**src/rtl/reg_page_pkg.sv**
```systemverilog
// Shared definitions for the general-purpose register page.
//
// Contents:
//   DATA_WIDTH_DEFAULT  default register / data-port width (32)
//   NUM_REGS_DEFAULT    default register count (16)
//   reg_data_t          one register word at default width
//   reg_addr_t          register index at default count
//   REG_RESET_VAL       value every register takes on reset
//
// Optional build macro used by the page: REG_PAGE_WRITE_BYPASS_EN
// (see reg_page_file / reg_page_read_port).

package reg_page_pkg;

  localparam int unsigned DATA_WIDTH_DEFAULT = 32;
  localparam int unsigned NUM_REGS_DEFAULT   = 16;

  typedef logic [31:0] reg_data_t;
  typedef logic [3:0]  reg_addr_t;

  localparam reg_data_t REG_RESET_VAL = 32'h0;

endpackage : reg_page_pkg

```
**src/rtl/reg_page_read_port.sv**
```systemverilog
// One combinational read port of the register page.
//
// Selects one register word out of the flattened register array. When built
// with REG_PAGE_WRITE_BYPASS_EN, a pending write to the same index is
// forwarded so the new value is visible before the clock edge; otherwise the
// stored (old) value is returned during a colliding write.
//
// Parameters:
//   DATA_WIDTH    width of each register
//   NUM_REGS      number of registers (power of two >= 2)
// Ports:
//   read_addr     register index to read
//   regs_flat     all registers, register i at [i*DATA_WIDTH +: DATA_WIDTH]
//   bypass_valid  a write is being accepted this cycle (already gated by reset)
//   bypass_addr   index of that write
//   bypass_data   data of that write
//   read_data     selected register contents

module reg_page_read_port #(
  parameter int unsigned DATA_WIDTH = 32,
  parameter int unsigned NUM_REGS   = 16,
  localparam int unsigned ADDR_WIDTH = $clog2(NUM_REGS)
) (
  input  logic [ADDR_WIDTH-1:0]          read_addr,
  input  logic [NUM_REGS*DATA_WIDTH-1:0] regs_flat,
  input  logic                           bypass_valid,
  input  logic [ADDR_WIDTH-1:0]          bypass_addr,
  input  logic [DATA_WIDTH-1:0]          bypass_data,
  output logic [DATA_WIDTH-1:0]          read_data
);

  logic [DATA_WIDTH-1:0] array_data;

  // Decoded mux over the array; every index is legal since NUM_REGS is 2^ADDR_WIDTH.
  always_comb begin
    array_data = '0;
    for (int unsigned i = 0; i < NUM_REGS; i++) begin
      if (read_addr == ADDR_WIDTH'(i)) begin
        array_data = regs_flat[i*DATA_WIDTH +: DATA_WIDTH];
      end
    end
  end

`ifdef REG_PAGE_WRITE_BYPASS_EN
  always_comb begin
    read_data = array_data;
    if (bypass_valid && (bypass_addr == read_addr)) begin
      read_data = bypass_data;
    end
  end
`else
  // Forwarding inputs are kept on the port so both builds share one interface.
  logic unused_bypass;
  assign unused_bypass = ^{bypass_valid, bypass_addr, bypass_data};

  always_comb begin
    read_data = array_data;
  end
`endif

endmodule : reg_page_read_port

```
**src/rtl/reg_page_file.sv**
```systemverilog
// General-purpose register page: NUM_REGS x DATA_WIDTH storage with two
// combinational read ports and one synchronous write port.
//
// Register 0 is an ordinary writable register. Reset is synchronous and
// active-low and clears every register; it takes priority over a write in the
// same cycle.
//
// Build option: REG_PAGE_WRITE_BYPASS_EN
//   undefined: a read colliding with a write returns the old value until the
//              edge, the new value afterwards.
//   defined:   a colliding read forwards write_data in the write cycle
//              (suppressed while rst_n is low). Stored state is identical.
//
// Parameters:
//   DATA_WIDTH    register / data-port width
//   NUM_REGS      register count, power of two >= 2
// Ports:
//   clk           clock, state changes on rising edge
//   rst_n         synchronous active-low reset
//   read_addr_0   index for read port 0
//   read_addr_1   index for read port 1
//   write_addr    index for the write port
//   write_data    data to write
//   write_enable  active-high write strobe
//   reg_0_out     contents of register read_addr_0
//   reg_1_out     contents of register read_addr_1

module reg_page_file
  import reg_page_pkg::*;
#(
  parameter int unsigned DATA_WIDTH = DATA_WIDTH_DEFAULT,
  parameter int unsigned NUM_REGS   = NUM_REGS_DEFAULT,
  localparam int unsigned ADDR_WIDTH = $clog2(NUM_REGS)
) (
  input  logic                  clk,
  input  logic                  rst_n,
  input  logic [ADDR_WIDTH-1:0] read_addr_0,
  input  logic [ADDR_WIDTH-1:0] read_addr_1,
  input  logic [ADDR_WIDTH-1:0] write_addr,
  input  logic [DATA_WIDTH-1:0] write_data,
  input  logic                  write_enable,
  output logic [DATA_WIDTH-1:0] reg_0_out,
  output logic [DATA_WIDTH-1:0] reg_1_out
);

  logic [DATA_WIDTH-1:0]          regs_q [NUM_REGS];
  logic [DATA_WIDTH-1:0]          regs_d [NUM_REGS];
  logic [NUM_REGS*DATA_WIDTH-1:0] regs_flat;
  logic                           bypass_valid;

  // Next state: only the addressed register takes write_data.
  always_comb begin
    for (int unsigned i = 0; i < NUM_REGS; i++) begin
      regs_d[i] = regs_q[i];
      if (write_enable && (write_addr == ADDR_WIDTH'(i))) begin
        regs_d[i] = write_data;
      end
    end
  end

  always_ff @(posedge clk) begin
    for (int unsigned i = 0; i < NUM_REGS; i++) begin
      if (!rst_n) begin
        regs_q[i] <= DATA_WIDTH'(REG_RESET_VAL);
      end else begin
        regs_q[i] <= regs_d[i];
      end
    end
  end

  for (genvar g = 0; g < NUM_REGS; g++) begin : g_flatten
    assign regs_flat[g*DATA_WIDTH +: DATA_WIDTH] = regs_q[g];
  end

  // A write during reset is discarded, so it must not be forwarded either.
  assign bypass_valid = write_enable & rst_n;

  reg_page_read_port #(
    .DATA_WIDTH (DATA_WIDTH),
    .NUM_REGS   (NUM_REGS)
  ) u_read_port_0 (
    .read_addr    (read_addr_0),
    .regs_flat    (regs_flat),
    .bypass_valid (bypass_valid),
    .bypass_addr  (write_addr),
    .bypass_data  (write_data),
    .read_data    (reg_0_out)
  );

  reg_page_read_port #(
    .DATA_WIDTH (DATA_WIDTH),
    .NUM_REGS   (NUM_REGS)
  ) u_read_port_1 (
    .read_addr    (read_addr_1),
    .regs_flat    (regs_flat),
    .bypass_valid (bypass_valid),
    .bypass_addr  (write_addr),
    .bypass_data  (write_data),
    .read_data    (reg_1_out)
  );

endmodule : reg_page_file

```
**config.mk**
```make
export PLATFORM = sky130hd
export DESIGN_NAME = reg_page_file
export DESIGN_NICKNAME = d
export VERILOG_FILES = /design/src/rtl/reg_page_pkg.sv /design/src/rtl/reg_page_read_port.sv /design/src/rtl/reg_page_file.sv
export SDC_FILE = /design/constraint.sdc
export NUM_CORES = 1
export LEC_CHECK = 0
export ABC_AREA = 1
export CAP_MARGIN = 20
export CELL_PAD_IN_SITES_DETAIL_PLACEMENT = 0
export CELL_PAD_IN_SITES_GLOBAL_PLACEMENT = 2
export CORE_MARGIN = 4
export CORE_UTILIZATION = 33
export DETAILED_ROUTE_END_ITERATION = 16
export GPL_TIMING_DRIVEN = 0
export PLACE_DENSITY = 0.81
export SYNTH_ARGS = -nofsm -noshare
export SYNTH_HDL_FRONTEND = slang
export SYNTH_SLANG_ARGS = --single-unit
export TNS_END_PERCENT = 10
```
**constraint.sdc**
```tcl
create_clock -name clk -period 2.4 [get_ports clk]
set_clock_uncertainty 0.1 [all_clocks]
set_input_delay 0.48 -clock clk [delete_from_list [all_inputs] [get_ports clk]]
set_output_delay 0.48 -clock clk [all_outputs]
set_load 0.05 [all_outputs]
```
Word-level counts from Yosys, hierarchy flattened
Memories as Yosys holds them, arrays and structs flattened.
Index checks and enable logic that the tools add are counted.
{"block": "word_totals", "regBits": 0, "ramBits": 512, "elab_cells": 147, "memories": 1}
{"block": "classes", "eq_ne": 45, "mux": 66, "bitwise_logic": 16, "reduce_logical": 19}
{"memory": "regs_q", "words": 16, "width": 32, "read_ports": 16, "rd_clocked_by_memory_dff": 0, "wr": 16, "line": "reg_page_file.sv:46", "source": "logic [DATA_WIDTH-1:0] regs_q [NUM_REGS];"}
{"cell": "32-bit two-way mux", "n": 64}
{"cell": "4-bit == test, second input constant", "n": 24}
{"cell": "4-bit by 3-bit == test with 1-bit output, second input constant", "n": 12}
{"cell": "4-bit by 2-bit == test with 1-bit output, second input constant", "n": 6}
{"cell": "1-bit logical AND", "n": 16}
{"cell": "1-bit OR", "n": 16}
{"cell": "4-bit by 1-bit == test with 1-bit output, second input constant", "n": 3}
{"cell": "4-bit logical NOT", "n": 3}
{"cell": "1-bit two-way mux", "n": 2}

Logic depth before layout (Yosys ltp)
{"block": "logic_depth", "word_depth": 17, "depth_mapped": 14, "ltp_nobuf": 13}

By module
A second synthesis with hierarchy kept.
{"block": "hier_totals", "cells_unflattened": 4915, "area_unflattened_um2": 28093.2}
{"mod": "reg_page_file", "instances": 1, "cells_each": 2853, "area_each_um2": 19294.8, "seq_area_each_um2": 10249.8}
{"mod": "reg_page_read_port", "instances": 2, "cells_each": 1031, "area_each_um2": 4399.2, "seq_area_each_um2": 0.0}

Worst setup path after synthesis
No wires, ideal clock.
{"block": "synth_timing", "path_type": "input to output", "startpoint": "input port read_addr_0[3]", "endpoint": "output port reg_0_out[13]", "arrival_ns": 2.000, "required_ns": 1.820, "slack_ns": -0.180, "path_stages": 10, "path_cell_list": "inv_1 -> nand2_1 -> nor2_1 -> buf_2 -> clkbuf_1 -> nand2_1 -> nand2_1 -> nand4_1 -> nor3_1 -> nand4_1"}
{"block": "synth_via", "elab_chain_len": 17, "word_cells_on_any_way": 32, "cone_classes": "eq/ne: 15; mux: 16; reduce/logical: 1"}
{"element": "start: declaration", "line": "reg_page_file.sv:37", "source": "input logic [ADDR_WIDTH-1:0] read_addr_0,"}
{"element": "4-bit logical NOT", "line": "reg_page_read_port.sv:38", "source": "if (read_addr == ADDR_WIDTH'(i)) begin"}
{"element": "32-bit two-way mux (15 in series)", "line": "reg_page_read_port.sv:38"}
{"element": "32-bit two-way mux *", "line": "reg_page_read_port.sv:38"}
{"element": "end: declaration", "line": "reg_page_file.sv:42", "source": "output logic [DATA_WIDTH-1:0] reg_0_out,"}
Mark *: on every way between the ends. The rest lies on a longest branch, timed or not.

Worst setup path in the final report
{"block": "layout_timing", "startpoint": "input port read_addr_0[3]", "endpoint": "output port reg_0_out[24]"}
Same word-level chain as after synthesis.

==> results.txt <==
The flow ran to the end, but the final reports show violations. The final reports fail on negative setup slack. The die height is 287 µm.

The total grt overflow came out at 0. The class of the worst hold path is flip-flop to flip-flop. Summing every instance area after synthesis gives 25700 µm².

The launching instance or port of the critical path is read_addr_0[3]. The post-synthesis register bit count is approximately 510. The power per unit of standard cell area is roughly 650 nW/µm². Row generation in the floorplan step produced 102 rows.

For this run, the leading register cell type out of synthesis is sky130_fd_sc_hd__dfxtp_1. The number of cells in the finished layout apart from fillers is around 5400. The proportion of synthesized flip-flops having asynchronous set or reset came out at 0. After synthesis, the cell types taking the most area are sky130_fd_sc_hd__dfxtp_1 40%, sky130_fd_sc_hd__nor2_1 14%, sky130_fd_sc_hd__nand2_1 11%, sky130_fd_sc_hd__o21ai_0 10%, sky130_fd_sc_hd__nand3_1 5.4%. The startpoint class of the critical path is an input port. For this run, the register share of the synthesized area comes to 0.399. The commonest cells after synthesis are 935 x sky130_fd_sc_hd__nor2_1, 777 x sky130_fd_sc_hd__nand2_1, 528 x sky130_fd_sc_hd__o21ai_0. The number of vias per cell is approximately 5.3. The final layout net count is roughly 4400. After layout, the worst setup slack is -0.703 ns. The layout overhead on the synthesized area came out at 30.4%. The ratio of cells with drive above 1 in the final layout came out at 0.179.

The required time of the critical path is between 1.5 and 2 ns. The max-cap check violation count is 0. The HPWL after detailed placement is 106000 µm.

The minimum clock period is 3.10 ns. The maximum fanout along the worst path came out at 8. After detailed routing, the average wire length per cell comes to around 25 µm. Setup repair after global routing could not meet its margin everywhere. The clock slew seen by the registers of the worst setup and hold paths came out at 0.06 ns. In this run the most critical hold path is launched from regs_q[1][183].

The number of flip-flops under the largest register name is between 500 and 600. In the global route stage, overall resource usage came out at 0.319. The startpoint identified for the worst register-to-register timing path is regs_q[0][53].

Counting the buffers created by CTS gives 66. The data arrival time of the worst path is about 2.5 ns. The number of antenna violations at the first check in global routing is 5. Summed over all instances, the cell type with the most area after synthesis is sky130_fd_sc_hd__dfxtp_1. The largest net degree at the start of global routing is 12. After filler insertion, the fill cell instance count of the layout stands at approximately 8300. The root buffer cell chosen for the clock tree is sky130_fd_sc_hd__clkbuf_16. In the final layout, the registers with the most flip-flops are regs_q x512. The worst setup slack before clock tree synthesis is -2.40 ns. The synthesized netlist contains 23 unique library cells. When the netlist entered floorplanning its net count stood at slightly above 4000.

The H-tree depth reported by CTS is 3. The final cycle utilization of the critical path came out at 1.29. STA classifies the critical path endpoint as a primary output. A synthesized cell averages 6.26 µm².

Synthesis produced around 4100 cells. The warning count from the yosys run is 0. For the pin with the worst max-slew slack, the measured transition is around 1.1 ns. The count of boundary I/O pins is 111.

regs_q holds more flip-flops than any other register. The post-detailed-route DRC marker count came out at 0. The number of hold violations in the final report came out at 0.

Setup violations remaining at the end of the flow were counted as 105. At the later pin of the worst-skew pair, clock insertion delay measures 0.61 ns. For this run, the detailed router's first-pass iteration total came to 6. The cell count after placement is between 5000 and 6000. sky130_fd_sc_hd__nor2_1 is the most common cell in the netlist. The die area came out at between 80000 and 90000 µm². The portion of synthesized cell area occupied by the leading cell type is 0.399.

The leakage power summed over all cells is around 0.013 µW. The wire length of the first global-routing pass is roughly 190000 µm. The total count of max-transition violations in the final report was 0. The placeable core region is about 77000 µm². The highest achievable clock rate is 0.322 GHz. The number of buffers added to fix hold violations after cts is 0. The post-layout total power came out at approximately 22000 µW. The weighted congestion at the end of routability-driven global placement is approximately 0.95. The number of clock sinks came out at slightly above 500. For this block, the initial DRC count from the detailed router was 2906. During placement, the flow inserted port buffers numbering around 110. The count of vias placed by the detailed router is 28800. The die width came out at between 200 and 300 µm.

The number of flops mapped to enable cells by yosys is 0. The total negative setup slack is -36.29 ns. The final wirelength is roughly 140000 µm. The detail route stage leaves a number of antenna-violating nets equal to 0.

TritonCTS built the clock tree. The via count of the first global-routing pass is between 20000 and 30000. The effective utilization at floorplan came out at 0.332. The worst pin sits at a relative slew slack of 0.234. The setup path with the least slack is of type input port to primary output. The maximum VDD drop is approximately 530 µV.

The worst hold margin came out at ~0.37 ns. The clock passes through at most 3 buffers.
[cells in the final DEF (no fill, tap or decap), types with 11 or more instances in the layout]
cell	instances
sky130_fd_sc_hd__a21oi_1	253
sky130_fd_sc_hd__a21oi_2	15
sky130_fd_sc_hd__buf_12	21
sky130_fd_sc_hd__buf_4	78
sky130_fd_sc_hd__buf_6	54
sky130_fd_sc_hd__buf_8	25
sky130_fd_sc_hd__clkbuf_1	195
sky130_fd_sc_hd__clkbuf_16	78
sky130_fd_sc_hd__clkbuf_2	30
sky130_fd_sc_hd__clkbuf_4	15
sky130_fd_sc_hd__clkbuf_8	31
sky130_fd_sc_hd__clkdlybuf4s50_1	37
sky130_fd_sc_hd__dfxtp_1	477
sky130_fd_sc_hd__dfxtp_2	33
sky130_fd_sc_hd__inv_1	241
sky130_fd_sc_hd__inv_2	15
sky130_fd_sc_hd__nand2_1	699
sky130_fd_sc_hd__nand2_2	62
sky130_fd_sc_hd__nand2_4	13
sky130_fd_sc_hd__nand3_1	172
sky130_fd_sc_hd__nand3_2	97
sky130_fd_sc_hd__nand4_1	148
sky130_fd_sc_hd__nor2_1	820
sky130_fd_sc_hd__nor2_2	78
sky130_fd_sc_hd__nor2_4	50
sky130_fd_sc_hd__nor3_2	15
sky130_fd_sc_hd__o21ai_0	528
sky130_fd_sc_hd__or2_0	11
sky130_fd_sc_hd__or2_2	32
[final timing paths]
path	to	slack, ns	depth (start not counted)
setup reg to reg	regs_q[0][53]	1.53	3
hold reg to reg	regs_q[1][183]	0.37	2
setup / recovery	reg_0_out[24]	-0.70	14
hold / removal	regs_q[1][183]	0.37	2
[layer usage]
metal / up-vias / wire (µm) / global-route usage
met5: - / 0 / 0
met4: 0 / 6940 / 0.134
met3: 313 / 8490 / 0.0347
met2: 1237 / 62600 / 0.533
met1: 13400 / 58100 / 0.418
li1: 13800 / - / -
[worst max-delay path, cell delays in order]
cell	delay [ns]
sky130_fd_sc_hd__buf_8	0.10
sky130_fd_sc_hd__nor2_4	0.05
sky130_fd_sc_hd__buf_8	0.13
sky130_fd_sc_hd__clkbuf_16	0.17
sky130_fd_sc_hd__buf_12	0.13
sky130_fd_sc_hd__nand3_2	0.05
sky130_fd_sc_hd__nand3_2	0.10
sky130_fd_sc_hd__nor2_4	0.14
sky130_fd_sc_hd__nand4_1	0.12
sky130_fd_sc_hd__nand2_1	0.13
sky130_fd_sc_hd__nand4_1	0.19
sky130_fd_sc_hd__nor3_2	0.29
sky130_fd_sc_hd__nand4_1	0.21
sky130_fd_sc_hd__buf_6	0.21
[cell type report]
class	count	area, µm²	area share
antenna	3	7.51	0.000224
buffer	296	1840	0.0549
clock buffer	105	2040	0.0610
clock inverter	6	58.8	0.00176
inverter	272	1090	0.0325
multi-input combinational	3024	14900	0.444
sequential	512	10300	0.307
tap	1040	1300	0.0388
timing repair buffer	178	1990	0.0593
[through the flow]
step                instance area (µm²)  utilization
finish                            33500        0.433
detailed placement                28300        0.366
floorplan                         25900            -
global route                      33500        0.433
CTS                               32000        0.414
global placement                  28300        0.366
[timing repair]
action / 4_1_cts / 5_1_grt
resized for setup: 837 / 376
cloned: 7 / 3
buffers inserted: 37 / 25
pin swaps: 97 / 205
endpoints found under the setup margin: 162 / 347
[report_power, final]
group          switching [µW]  internal [µW]
clock network            4120           5910
registers                 132           8690
logic                    1980            807
[kinds of logic after synthesis]
group,synth area share
AO/OA/AOI/OAI,0.156
buffers and inverters,0.0850
flip-flops,0.399
AND/OR/NAND/NOR,0.360
Power figures use the tool's default switching activity.
